===== src/rtl/pc_update.sv =====
// Program-counter stage: holds PC, latches PC+4 and branch target, commits one next-PC source on PCWrite.
// Latency: 1 cycle from PCWrite to CurPC/Redirect; strobe-driven, no backpressure (strobes accepted every cycle).
// Optional PC_HISTORY_EN adds a redirect-history buffer read through HistIdx/HistData.
module pc_update #(
    parameter logic [31:0] RESET_PC   = 32'h0000_0000,
    parameter int          HIST_DEPTH = 4
) (
    input  logic        CLK,
    input  logic        RST,
    input  logic        LatchPC4,
    input  logic        LatchTgt,
    input  logic        PCWrite,
    input  logic [1:0]  PCSrc,
    input  logic        BranchTaken,
    input  logic [31:0] ShiftedOff,
    input  logic [25:0] JumpIdx,
    input  logic [31:0] RegAddr,
    input  logic        FaultClr,
`ifdef PC_HISTORY_EN
    input  logic [$clog2(HIST_DEPTH)-1:0] HistIdx,
    output logic [31:0] HistData,
`endif
    output logic [31:0] CurPC,
    output logic [31:0] PCPlus4,
    output logic [31:0] BranchTarget,
    output logic        Redirect,
    output logic        PCFault
);

    if (HIST_DEPTH < 2 || HIST_DEPTH > 16 || (HIST_DEPTH & (HIST_DEPTH - 1)) != 0) begin : g_bad_depth
        $error("pc_update: HIST_DEPTH must be a power of 2 in 2..16");
    end

    typedef enum logic {NO_TGT, TGT_HELD} tgt_state_t;

    tgt_state_t  state, state_nxt;
    logic [31:0] next_pc;
    logic [31:0] jump_tgt;
    logic        fault_new;
    logic        commit_fault;
    logic        commit_redirect;

    always_ff @(posedge CLK or negedge RST) begin
        if (!RST) state <= NO_TGT;
        else      state <= state_nxt;
    end

    // A new fetch invalidates any held target; a reload wins over the commit that consumes the old one.
    always_comb begin
        state_nxt = state;
        if (LatchPC4)      state_nxt = NO_TGT;
        else if (LatchTgt) state_nxt = TGT_HELD;
        else if (PCWrite)  state_nxt = NO_TGT;
    end

    assign jump_tgt = {PCPlus4[31:28], JumpIdx, 2'b00};

    always_comb begin
        next_pc   = PCPlus4;
        fault_new = 1'b0;
        case (PCSrc)
            2'b00: next_pc = PCPlus4;
            2'b01: begin
                if (BranchTaken) begin
                    if (state == TGT_HELD) next_pc = BranchTarget;
                    else                   fault_new = 1'b1;
                end
            end
            2'b10: next_pc = jump_tgt;
            default: begin
                if (RegAddr[1:0] == 2'b00) begin
                    next_pc = RegAddr;
                end else begin
                    next_pc   = CurPC;
                    fault_new = 1'b1;
                end
            end
        endcase
    end

    assign commit_fault    = PCWrite && fault_new;
    assign commit_redirect = PCWrite && !fault_new && (next_pc != PCPlus4);

    always_ff @(posedge CLK or negedge RST) begin
        if (!RST) begin
            CurPC        <= RESET_PC;
            PCPlus4      <= RESET_PC + 32'd4;
            BranchTarget <= 32'h0;
            Redirect     <= 1'b0;
            PCFault      <= 1'b0;
        end else begin
            if (PCWrite)  CurPC        <= next_pc;
            if (LatchPC4) PCPlus4      <= CurPC + 32'd4;
            if (LatchTgt) BranchTarget <= PCPlus4 + ShiftedOff;
            Redirect <= commit_redirect;
            // A fault raised on the same edge as a clear must survive.
            if (commit_fault)  PCFault <= 1'b1;
            else if (FaultClr) PCFault <= 1'b0;
        end
    end

`ifdef PC_HISTORY_EN
    localparam int HW = $clog2(HIST_DEPTH);

    logic [31:0]   hist [HIST_DEPTH];
    logic [HW-1:0] wr_ptr;
    logic [HW-1:0] rd_ptr;

    always_ff @(posedge CLK or negedge RST) begin
        if (!RST) begin
            wr_ptr <= '0;
            for (int i = 0; i < HIST_DEPTH; i++) hist[i] <= 32'h0;
        end else if (commit_redirect) begin
            hist[wr_ptr] <= CurPC;
            wr_ptr       <= wr_ptr + HW'(1);
        end
    end

    // Entry 0 is the slot just behind the write pointer.
    assign rd_ptr   = wr_ptr - HistIdx - HW'(1);
    assign HistData = hist[rd_ptr];
`endif

endmodule


===== config.mk =====
export PLATFORM = sky130hd
export DESIGN_NAME = pc_update
export DESIGN_NICKNAME = d
export VERILOG_FILES = /design/src/rtl/pc_update.sv
export SDC_FILE = /design/constraint.sdc
export NUM_CORES = 1
export LEC_CHECK = 0
export ABC_AREA = 1
export ABC_CLOCK_PERIOD_IN_PS = 3050
export CORE_UTILIZATION = 30
export CTS_CLUSTER_SIZE = 28
export DETAILED_ROUTE_END_ITERATION = 16
export PLACE_DENSITY = 0.57
export SLEW_MARGIN = 20
export SYNTH_ARGS = -nofsm -noshare
export SYNTH_HDL_FRONTEND = slang
export SYNTH_SLANG_ARGS = --single-unit
export TNS_END_PERCENT = 5

===== constraint.sdc =====
create_clock -name CLK -period 3.05 [get_ports CLK]
set_input_delay 0.7625 -clock CLK [delete_from_list [all_inputs] [get_ports CLK]]
set_output_delay 0.7625 -clock CLK [all_outputs]
set_load 0.005 [all_outputs]

==> run metrics <==
element type at the critical path start=input pin; Yosys top cell area share=between 20% and 30%; crit path cell chain=clkdlybuf4s50_1, ha_1, fa_1, nand3_1, nand2_1, nand2_1, nand2_1, nand2_1, nand2_1, nand2_1, nand2_1, or2_2, nand3_1, o21ai_0; DR WL/cell=between 15 and 20 um; flop-to-flop setup slack=between 700 and 800 ps; H-tree depth=3; Crit path max-delay family=simple AND/OR/NAND/NOR gates; largest net degree at the start of global routing=69; combinational share of power=45.0%; Max Buffers Root-to-Sink=2; Pre-antenna DRT Iters=5; GRT Total Usage=between 20 and 30%; Cell Area, Synth=between 8000 and 9000 um^2; Tot Pwr=5.80 mW; final cell count without fillers=roughly 2,000; crit-path max FO=3; run status=finished clean; Worst Setup Path Type=in -> reg; Max Transition Viols Final=0; hpwl dp=between 20,000 and 30,000 um; syn avg cell area=between 6 and 7 um^2; Clk pin slew, worst setup/hold paths=roughly 80 ps; f_max=0.380 GHz; Critical Path Most Common Cell=nand2_1; Slew @ Worst Pin=approximately 560 ps; Hold Vio Cnt, Final=0; CTS tree=yes; register area share after synthesis=29.4%; Finished Core Util=approximately two fifths; clock network power share=between 20% and 30%; antenna cells=0; post-synth top area cell=dfrtp_1; HP Class=in -> async; RSZ-0062 raised after global routing=no; Critical Path RT=approximately 3300 ps; slew margin rel.=63.0%; Post-Syn Instances=1,358; first-pass GRT wire length=approximately 55,000 um; Post-DRT Antenna Nets=0; Vias=a little under 10,000; CTS root buf=clkbuf_16; switching fraction of total power=about two fifths; Setup Buffers After CTS=0; Die Wd=~170 um; crit path capture type=register; CP Buf/Inv Count=1; layout cell share with drive strength beyond 1=7.67%; register bit total from synthesis=between 90 and 100; reg2reg start=PCPlus4[5]; CTS buffer count=9; Synth warnings=0; max incr delay on CP=approximately 400 ps; final wirelength=36,100 um; io pins=197; routability congestion estimate from global placement=~0.97; Pwr per Cell Area=500 nW/um^2; vias in the first global route=just over 9,000; # setup viols final=0; initial core utilization=between 30% and 40%; dpl cells=roughly 2,000; Synth area leaders=dfrtp_1, nand2_1, nand3_1; die height=between 150 and 200 um; fillcell total=about 3,000; Netlist cell types=38; gr ovfl total=0; core box area=27,700 um^2; die area=28,800 um^2; Critical Path AT=about 2900 ps; sequential power share=about a third; Worst R2R End=BranchTarget[20]; initial DRC count=954; Int Pwr=3.44 mW; Leakage=about 5.5 nW; initial antenna violation count=0; CP max-delay cell=clkdlybuf4s50_1; setup_tns=0 ps; synthesis-to-finish area growth=37.6%; worst skew pair latency=approximately 360 ps; post-layout min period=approximately 2600 ps; maximum VDD drop=a little under 0.3 mV; Max Cap Violations=0; Vias/cell=approximately 5.0; Net Sw Power=between 2 and 2.5 mW; post-CTS sizing=0; Port Buffers=between 150 and 200; DRC=0; skew final=about 12 ps; R2R depth=12; cts hold-fix bufs=0; Post-Syn Nets=roughly 1,500; fin crit share=86.4%; nets=1,730; # rows=61; clock sink count=99
[synthesized netlist by cell type]
library cell,n
o21bai_1,2
nand2_2,5
nand3b_1,9
nand3_1,146
o21ai_0,120
a31oi_1,3
clkinv_1,1
xnor2_1,11
dfstp_2,1
fa_1,1
or2_2,8
inv_2,4
xor2_1,18
buf_1,1
nor3_1,13
a21boi_0,3
buf_4,6
clkbuf_1,17
buf_6,2
dfrtp_1,98
inv_1,130
nand4_1,14
a21oi_1,62
nand2_1,492
ha_1,32
nor2_1,90
o211ai_1,11
nor2_4,5
nor4_1,4
o22ai_1,8
o21ai_1,9
nor4_2,1
nor2_2,3
o2111ai_1,1
inv_4,1
o21a_1,5
a21o_1,2
buf_2,19
[cells in the final DEF (no fill, tap or decap), drive strengths merged]
cell type,Yosys,final
a21boi,3,3
a21o,2,2
a21oi,62,62
a31oi,3,3
buf,28,79
bufinv,0,1
clkbuf,17,9
clkdlybuf4s50,0,195
clkinv,1,4
dfrtp,98,98
dfstp,1,1
fa,1,1
ha,32,32
inv,135,138
nand2,497,497
nand3,146,146
nand3b,9,9
nand4,14,14
nor2,98,98
nor3,13,13
nor4,5,5
o2111ai,1,1
o211ai,11,11
o21a,5,5
o21ai,129,129
o21bai,2,2
o22ai,8,8
or2,8,8
xnor2,11,11
xor2,18,18
[logic make-up (layout without fill, tap and decap cells)]
logic type,Yosys count,after routing,synth area share [%]
simple gates,790,790,39.5
compound gates,226,226,14.3
buf+inv,181,426,8.81
flops,99,99,29.4
fa+ha+maj,33,33,4.99
xor+xnor,29,29,3.01
[layout make-up]
| type | count | area [um^2] | area share [%] |
|---|---|---|---|
| multi-input cells | 1078 | 5210 | 44.9 |
| well taps | 378 | 473 | 4.08 |
| flip-flops and latches | 99 | 2480 | 21.4 |
| repair buffers | 274 | 2620 | 22.6 |
| inverters | 136 | 513 | 4.42 |
| clock buffers | 9 | 225 | 1.94 |
| clock inverters | 7 | 81.3 | 0.701 |
[per-stage QoR]
| stage | cell area, um^2 | hold WS, ps | setup WS [ps] |
|---|---|---|---|
| after floorplan | 8430 | 467 | 570 |
| after detailed placement | 11300 | 504 | 47.6 |
| after global routing | 11600 | 367 | 260 |
| after global placement | 11300 | 512 | 38.6 |
| after CTS | 11600 | 348 | 407 |
| final | 11600 | 334 | 416 |
[worst register-to-register path: cells and delay by family, from the launching register on]
family / cells / cell delay (ps)
and+or+nand+nor: 9 / 900
DFF: 1 / 510
adders and majority gates: 1 / 430
AOI/OAI and AO/OA: 2 / 370
[layer usage]
metal	GRT usage, %	up-vias	wire [um]	part of all wire (%)
met3	3.08	34	2070	5.7
met2	38.9	347	15800	44
met5	0	-	0	0
met4	5.56	0	535	1.5
li1	-	4916	-	-
met1	38.0	4600	17700	49
[flip-flops by register name, summed over array words and instances (netlist names)]
signal        flops
state             1
BranchTarget     32
Redirect          1
PCPlus4          32
PCFault           1
CurPC            32
[power by group through the flow]
stage               clock, mW  sequential (mW)  combinational, mW
global route             1.32             1.98               2.92
CTS                      1.26             1.95               2.61
detailed placement          0             1.97               2.59
finish                   1.24             1.95               2.61
global placement            0             1.97               2.59
floorplan                   0             1.82               1.30
[how the worst max path moves through the flow]
stage / to / start / cells past startpoint
3_5_place_dp: BranchTarget[14] / ShiftedOff[0] / 12
3_3_place_gp: BranchTarget[14] / ShiftedOff[0] / 12
4_1_cts: BranchTarget[20] / ShiftedOff[0] / 14
6_report: BranchTarget[20] / ShiftedOff[0] / 14
5_1_grt: BranchTarget[14] / ShiftedOff[0] / 12
2_1_floorplan: BranchTarget[20] / ShiftedOff[0] / 13
(Power assumes the default switching activity.)
